--- src/rtl/sram_arb_pkg.sv ---
// Shared types for the two-master Wishbone arbiter in front of sram_controller.
// Holds the FSM state encoding and the master index constants.
package sram_arb_pkg;

    typedef enum logic [1:0] {
        IDLE     = 2'd0,
        GRANT_M0 = 2'd1,
        GRANT_M1 = 2'd2
    } state_t;

    localparam logic M0 = 1'b0;
    localparam logic M1 = 1'b1;

endpackage

--- src/rtl/wishbone_if.sv ---
// Classic Wishbone bundle; dat_o is master-to-slave, dat_i is slave-to-master.
// The master modport drives the cycle, the slave modport answers with ack/data.
interface wishbone_if #(
    parameter int DATA_WIDTH = 32,
    parameter int ADDR_WIDTH = 32
);
    localparam int SEL_WIDTH = DATA_WIDTH / 8;

    logic                  cyc;
    logic                  stb;
    logic                  we;
    logic [ADDR_WIDTH-1:0] adr;
    logic [SEL_WIDTH-1:0]  sel;
    logic [DATA_WIDTH-1:0] dat_o;
    logic [DATA_WIDTH-1:0] dat_i;
    logic                  ack;

    modport master (
        output cyc, stb, we, adr, sel, dat_o,
        input  dat_i, ack
    );

    modport slave (
        input  cyc, stb, we, adr, sel, dat_o,
        output dat_i, ack
    );

endinterface

--- src/rtl/wb_rr_pick.sv ---
// Chooses which requester wins the next IDLE evaluation.
// Round-robin favours the master not granted last; fixed mode always favours m0.
module wb_rr_pick
    import sram_arb_pkg::*;
#(
    parameter int ROUND_ROBIN = 1
) (
    input  logic [1:0] req,
    input  logic       last_grant,
    output logic       pick
);

    // Lone requester wins outright; contention resolved by mode and history.
    always_comb begin
        pick = M0;
        case (req)
            2'b10:   pick = M1;
            2'b11:   pick = ((ROUND_ROBIN != 0) && (last_grant == M0)) ? M1 : M0;
            default: pick = M0;
        endcase
    end

endmodule

--- src/rtl/sram_wb_arbiter.sv ---
// Two-master Wishbone arbiter sharing one sram_controller port.
// A grant is held until the owner drops cyc, so locked sequences stay atomic.
module sram_wb_arbiter
    import sram_arb_pkg::*;
#(
    parameter int DATA_WIDTH  = 32,
    parameter int ADDR_WIDTH  = 32,
    parameter int ROUND_ROBIN = 1
) (
    input  logic       clk_i,
    input  logic       rst_i,
    wishbone_if.slave  m0_if,
    wishbone_if.slave  m1_if,
    wishbone_if.master s_if,
    output logic [1:0] grant_o,
    output logic       busy_o
);

    state_t     state;
    state_t     state_nxt;
    logic       last_grant;
    logic       pick;
    logic [1:0] req;

    assign req = {m1_if.cyc & m1_if.stb, m0_if.cyc & m0_if.stb};

    wb_rr_pick #(
        .ROUND_ROBIN (ROUND_ROBIN)
    ) u_pick (
        .req        (req),
        .last_grant (last_grant),
        .pick       (pick)
    );

    // State and arbitration history; last_grant starts at m1 so m0 wins first.
    always_ff @(posedge clk_i or posedge rst_i) begin
        if (rst_i) begin
            state      <= IDLE;
            last_grant <= M1;
        end else begin
            state <= state_nxt;
            if (state == IDLE && req != 2'b00) begin
                last_grant <= pick;
            end
        end
    end

    // Next state: grant from IDLE, release only when the owner drops cyc.
    always_comb begin
        state_nxt = state;
        case (state)
            IDLE: begin
                if (req != 2'b00) begin
                    state_nxt = (pick == M0) ? GRANT_M0 : GRANT_M1;
                end
            end
            GRANT_M0: if (!m0_if.cyc) state_nxt = IDLE;
            GRANT_M1: if (!m1_if.cyc) state_nxt = IDLE;
            default:  state_nxt = IDLE;
        endcase
    end

    assign grant_o = {state == GRANT_M1, state == GRANT_M0};
    assign busy_o  = |grant_o;

    assign m0_if.dat_i = s_if.dat_i;
    assign m1_if.dat_i = s_if.dat_i;

    // Bus mux: owner's request goes downstream, ack returns only to the owner.
    always_comb begin
        s_if.cyc   = 1'b0;
        s_if.stb   = 1'b0;
        s_if.we    = 1'b0;
        s_if.adr   = {ADDR_WIDTH{1'b0}};
        s_if.sel   = {(DATA_WIDTH / 8){1'b0}};
        s_if.dat_o = {DATA_WIDTH{1'b0}};
        m0_if.ack  = 1'b0;
        m1_if.ack  = 1'b0;
        case (state)
            GRANT_M0: begin
                s_if.cyc   = m0_if.cyc;
                s_if.stb   = m0_if.stb;
                s_if.we    = m0_if.we;
                s_if.adr   = m0_if.adr;
                s_if.sel   = m0_if.sel;
                s_if.dat_o = m0_if.dat_o;
                m0_if.ack  = s_if.ack;
            end
            GRANT_M1: begin
                s_if.cyc   = m1_if.cyc;
                s_if.stb   = m1_if.stb;
                s_if.we    = m1_if.we;
                s_if.adr   = m1_if.adr;
                s_if.sel   = m1_if.sel;
                s_if.dat_o = m1_if.dat_o;
                m1_if.ack  = s_if.ack;
            end
            default: ;
        endcase
    end

endmodule

--- src/flat_wrapper.sv ---
// flat-port wrapper written by rule: the top's interface ports become plain ports
module sram_wb_arbiter_flat import sram_arb_pkg::*;
#(
    parameter int DATA_WIDTH  = 32,
    parameter int ADDR_WIDTH  = 32,
    parameter int ROUND_ROBIN = 1
)
  (clk_i, rst_i, grant_o, busy_o, m0_if_cyc, m0_if_stb, m0_if_we, m0_if_adr, m0_if_sel, m0_if_dat_o, m0_if_dat_i, m0_if_ack, m1_if_cyc, m1_if_stb, m1_if_we, m1_if_adr, m1_if_sel, m1_if_dat_o, m1_if_dat_i, m1_if_ack, s_if_cyc, s_if_stb, s_if_we, s_if_adr, s_if_sel, s_if_dat_o, s_if_dat_i, s_if_ack);
  wishbone_if #(.DATA_WIDTH(DATA_WIDTH), .ADDR_WIDTH(ADDR_WIDTH)) m0_if_i ();
  wishbone_if #(.DATA_WIDTH(DATA_WIDTH), .ADDR_WIDTH(ADDR_WIDTH)) m1_if_i ();
  wishbone_if #(.DATA_WIDTH(DATA_WIDTH), .ADDR_WIDTH(ADDR_WIDTH)) s_if_i ();
  input  logic clk_i;
  input  logic rst_i;
  output logic [1:0] grant_o;
  output logic busy_o;
  input wire logic [$bits(m0_if_i.cyc)-1:0] m0_if_cyc;
  input wire logic [$bits(m0_if_i.stb)-1:0] m0_if_stb;
  input wire logic [$bits(m0_if_i.we)-1:0] m0_if_we;
  input wire logic [$bits(m0_if_i.adr)-1:0] m0_if_adr;
  input wire logic [$bits(m0_if_i.sel)-1:0] m0_if_sel;
  input wire logic [$bits(m0_if_i.dat_o)-1:0] m0_if_dat_o;
  output wire logic [$bits(m0_if_i.dat_i)-1:0] m0_if_dat_i;
  output wire logic [$bits(m0_if_i.ack)-1:0] m0_if_ack;
  input wire logic [$bits(m1_if_i.cyc)-1:0] m1_if_cyc;
  input wire logic [$bits(m1_if_i.stb)-1:0] m1_if_stb;
  input wire logic [$bits(m1_if_i.we)-1:0] m1_if_we;
  input wire logic [$bits(m1_if_i.adr)-1:0] m1_if_adr;
  input wire logic [$bits(m1_if_i.sel)-1:0] m1_if_sel;
  input wire logic [$bits(m1_if_i.dat_o)-1:0] m1_if_dat_o;
  output wire logic [$bits(m1_if_i.dat_i)-1:0] m1_if_dat_i;
  output wire logic [$bits(m1_if_i.ack)-1:0] m1_if_ack;
  output wire logic [$bits(s_if_i.cyc)-1:0] s_if_cyc;
  output wire logic [$bits(s_if_i.stb)-1:0] s_if_stb;
  output wire logic [$bits(s_if_i.we)-1:0] s_if_we;
  output wire logic [$bits(s_if_i.adr)-1:0] s_if_adr;
  output wire logic [$bits(s_if_i.sel)-1:0] s_if_sel;
  output wire logic [$bits(s_if_i.dat_o)-1:0] s_if_dat_o;
  input wire logic [$bits(s_if_i.dat_i)-1:0] s_if_dat_i;
  input wire logic [$bits(s_if_i.ack)-1:0] s_if_ack;
  assign m0_if_i.cyc = m0_if_cyc;
  assign m0_if_i.stb = m0_if_stb;
  assign m0_if_i.we = m0_if_we;
  assign m0_if_i.adr = m0_if_adr;
  assign m0_if_i.sel = m0_if_sel;
  assign m0_if_i.dat_o = m0_if_dat_o;
  assign m0_if_dat_i = m0_if_i.dat_i;
  assign m0_if_ack = m0_if_i.ack;
  assign m1_if_i.cyc = m1_if_cyc;
  assign m1_if_i.stb = m1_if_stb;
  assign m1_if_i.we = m1_if_we;
  assign m1_if_i.adr = m1_if_adr;
  assign m1_if_i.sel = m1_if_sel;
  assign m1_if_i.dat_o = m1_if_dat_o;
  assign m1_if_dat_i = m1_if_i.dat_i;
  assign m1_if_ack = m1_if_i.ack;
  assign s_if_cyc = s_if_i.cyc;
  assign s_if_stb = s_if_i.stb;
  assign s_if_we = s_if_i.we;
  assign s_if_adr = s_if_i.adr;
  assign s_if_sel = s_if_i.sel;
  assign s_if_dat_o = s_if_i.dat_o;
  assign s_if_i.dat_i = s_if_dat_i;
  assign s_if_i.ack = s_if_ack;
  sram_wb_arbiter #(.DATA_WIDTH(DATA_WIDTH), .ADDR_WIDTH(ADDR_WIDTH), .ROUND_ROBIN(ROUND_ROBIN)) u_core (.clk_i(clk_i), .rst_i(rst_i), .m0_if(m0_if_i), .m1_if(m1_if_i), .s_if(s_if_i), .grant_o(grant_o), .busy_o(busy_o));
endmodule
--- config.mk ---
export PLATFORM = sky130hd
export DESIGN_NAME = sram_wb_arbiter_flat
export DESIGN_NICKNAME = d
export VERILOG_FILES = /design/src/rtl/sram_arb_pkg.sv /design/src/rtl/wishbone_if.sv /design/src/rtl/wb_rr_pick.sv /design/src/rtl/sram_wb_arbiter.sv /design/src/flat_wrapper.sv
export SDC_FILE = /design/constraint.sdc
export NUM_CORES = 1
export LEC_CHECK = 0
export ABC_AREA = 1
export CAP_MARGIN = 10
export CELL_PAD_IN_SITES_DETAIL_PLACEMENT = 1
export CELL_PAD_IN_SITES_GLOBAL_PLACEMENT = 1
export CORE_MARGIN = 2
export CORE_UTILIZATION = 11
export DETAILED_ROUTE_END_ITERATION = 8
export PLACE_DENSITY = 0.87
export SYNTH_ARGS = -nofsm -noshare
export SYNTH_HDL_FRONTEND = slang
export SYNTH_SLANG_ARGS = --single-unit
--- constraint.sdc ---
create_clock -name clk_i -period 1.3 [get_ports clk_i]
set_input_delay 0.13 -clock clk_i [delete_from_list [all_inputs] [get_ports clk_i]]
set_output_delay 0.13 -clock clk_i [all_outputs]
set_load 0.005 [all_outputs]
==> summary.txt <==
Global route
  – Pin count of the biggest net entering global routing: 38
  – Vias in the first global route: 3053
  – GR Overflow Total: 0
  – Global-route wire length before repair: 17300 um
  – Tot GR Track Use: 0.124
  – Initial antenna violation count: 0

Critical path
  – Crit end category: output pin
  – WS Path Type: flip-flop to output pin
  – Worst stage delay on the critical path: 0.39 ns
  – CP delay by family, top: buffers and inverters
  – CP arrival: 1.68 ns
  – CP bufs+invs: 5
  – Worst-path maximum fanout: 8
  – Startpoint types: flip-flop
  – Crit path max-delay cell type: dfrtp_1
  – Sequence of cells on the critical path: inv_2 -> buf_6 -> ha_4 -> inv_8 -> clkbuf_16 -> a21oi_2 -> clkdlybuf4s15_2
  – Worst Path Required: 1.17 ns

Route
  – # DRC: 0
  – DRT met1 WL: 5190 um
  – Drt pass-1 iters: 3
  – Via density: 3.92
  – Avg WL per Cell: 17.6 um
  – Final ANT Viol Nets: 0
  – Via count: 2885
  – DR WL met3: 778 um
  – Initial drt markers: 45
  – WL final: 13000 um
  – DR WL met2: 6720 um
  – Highest metal layer with signal wires: met4

Logic synthesis
  – Syn Nets: 513
  – Distinct cells, synth: 16
  – Seq cells post-synth: 3
  – Area of the mapped netlist: 1820 um2
  – Avg Inst Size Synth: 5.45 um2
  – Synth area leaders: nand2_1 (31%), buf_4 (26%), a21oi_1 (20%), buf_6 (9.9%), dfrtp_1 (2.8%)
  – Yosys top cell area share: 0.312
  – Synth Warn #: 0
  – Post-synth top area cell: nand2_1
  – Sequential fraction of the synthesis area: 0.0420
  – Cell count after synthesis: 333

Timing
  – Period utilization: 1.39
  – Setup violators final: 78
  – Worst-Margin Slew: 0.226 ns
  – Count of final max-slew check failures: 0
  – Crit path time final: 1.81 ns
  – Worst Skew: 0.00192 ns
  – Final Hold Viols: 0
  – Max Clock Freq: 554 MHz
  – Worst rel slew slack: 0.848
  – RSZ-0062 raised after global routing: true
  – WHS: 0.0844 ns
  – Final worst setup slack: -0.506 ns

Power
  – IR drop worst, VDD: 1.06 mV
  – Comb power frac: 0.925
  – Leak pwr: 0.00190 uW
  – NetSw: 4290 uW
  – Switching fraction of total power: 0.466
  – Pwr dens: 1990 nW/um2
  – Sequential Power Share: 0.020
  – Cell internal pwr: 4920 uW
  – Clock power share: 0.055

Floorplanning
  – Die Y: 132 um
  – Core Area: 16000 um2
  – FP Rows: 46
  – I/O pins: 317
  – Initial Utilization: 0.113
  – Chip Width: 132 um
  – Die area: 17500 um2

Place
  – Dpl cells: 694
  – PortBufs: 220
  – Place WS: -0.574 ns
  – Post-DP HPWL: 7590 um
  – Gpl congestion: 0.772

Clocking
  – Longest Clk Path Bufs: 2
  – Hold_buf cts: 0
  – Root buffer cell: clkbuf_16
  – Total CTS buffers: 3
  – TritonCTS Sinks: 3
  – CTS tree: done
  – Reg clk slew, reported paths: 0.03 ns
  – Clk_lat worst skew: 0.23 ns
  – H-tree Lvls: 1

Run status
  – Failing checks: setup timing
  – Outcome: finished, violations left

Finish
  – Non-Filler Instances: 736
  – Final Net Count: 701
  – N_diodes: 0
  – Share of layout cells above drive strength 1: 0.437
  – Area delta synth->final: 155%

Flow run
  – Max_cap viols: 0

Min path
  – Worst hold path class: input pin to asynchronous set/reset pin
registers in the layout, indices dropped and copies added, names as in the netlist:
| signal | count |
|---|---|
| u_core.last_grant | 1 |
| u_core.state | 2 |
kinds of logic after synthesis:
logic type                 after synthesis  synth area share
and+or+nand+nor                        158             0.333
adders and majority gates                3            0.0207
buffers and inverters                   96             0.402
DFF                                      3            0.0420
AOI/OAI and AO/OA                       73             0.203
metrics by stage:
stage	power [uW]	cell area (um2)	util	TNS (ns)
6_report	9210	4630	0.290	-32.35
3_3_place_gp	5140	3760	0.235	-35.73
5_1_grt	9860	4630	0.290	-38.07
3_5_place_dp	5250	3760	0.235	-39.74
4_1_cts	7690	4350	0.272	-35.20
2_1_floorplan	2830	1820	-	0
cells in the final DEF (no fill, tap or decap), types with 2 or more instances in the layout:
cell             netlist  final
clkbuf_2               0      4
clkdlybuf4s50_1        0    144
inv_1                  7      3
nand2_4                0     14
ha_4                   0      3
buf_16                 0     10
a21oi_2                0     57
nand2_1              151    124
buf_12                 0     10
buf_2                  7     65
a21oi_1               71     12
a21oi_4                0      2
buf_8                  0      3
dfrtp_1                2      2
buf_4                 64      7
clkbuf_16              0      9
nand3_1                3      3
clkdlybuf4s15_2        0      3
buf_6                 16     18
inv_2                  2      5
nand2_2                2     15
power by group through the flow:
stage          logic, uW  clock network (uW)  registers (uW)
2_1_floorplan       2660                   0             172
3_3_place_gp        4970                   0             175
3_5_place_dp        5070                   0             181
4_1_cts             6990                 507             189
5_1_grt             9150                 510             198
6_report            8520                 503             188
synth_stat cells:
cell / number
buf_2: 7
nor2_1: 1
nand3_1: 3
buf_6: 16
ha_1: 3
dfrtp_1: 2
nand4_1: 1
nand2_2: 2
a21oi_1: 71
nand2_1: 151
a21boi_0: 1
buf_4: 64
dfstp_2: 1
o21ai_0: 1
inv_2: 2
inv_1: 7
layer usage:
metal	global-route usage	vias up
met5	0	-
met4	0.0323	0
met3	0.0261	26
met2	0.232	155
met1	0.143	1338
li1	-	1366
cell type report:
type | instances | area [um2]
well taps | 216 | 270
fillers | 1946 | 11400
flip-flops and latches | 3 | 76.3
repair buffers | 270 | 2750
multi-input cells | 234 | 1420
clock buffers | 4 | 78.8
inverters | 9 | 41.3
final timing paths:
check                      slack (ns)           endpoint  depth (start not counted)              start
setup / recovery                -0.51     s_if_dat_o[29]                          7    u_core.state[0]
hold / removal                   0.08    u_core.state[0]                          2              rst_i
setup reg to reg                -0.20    u_core.state[1]                         11    u_core.state[0]
hold reg to reg                  0.49  u_core.last_grant                          2  u_core.last_grant
max in group asynchronous        0.99  u_core.last_grant                          2              rst_i
min in group clk_i               0.26     m1_if_dat_i[1]                          0      s_if_dat_i[1]
what timing repair did:
| item | 4_1_cts | 5_1_grt |
|---|---|---|
| endpoints found under the setup margin | 78 | 78 |
| gates resized for setup | 340 | 98 |
| cloned | 10 | 8 |
| pin swaps | 18 | 11 |
| setup buffers | 21 | 4 |
No activity file was read; power rests on OpenSTA's default activity.
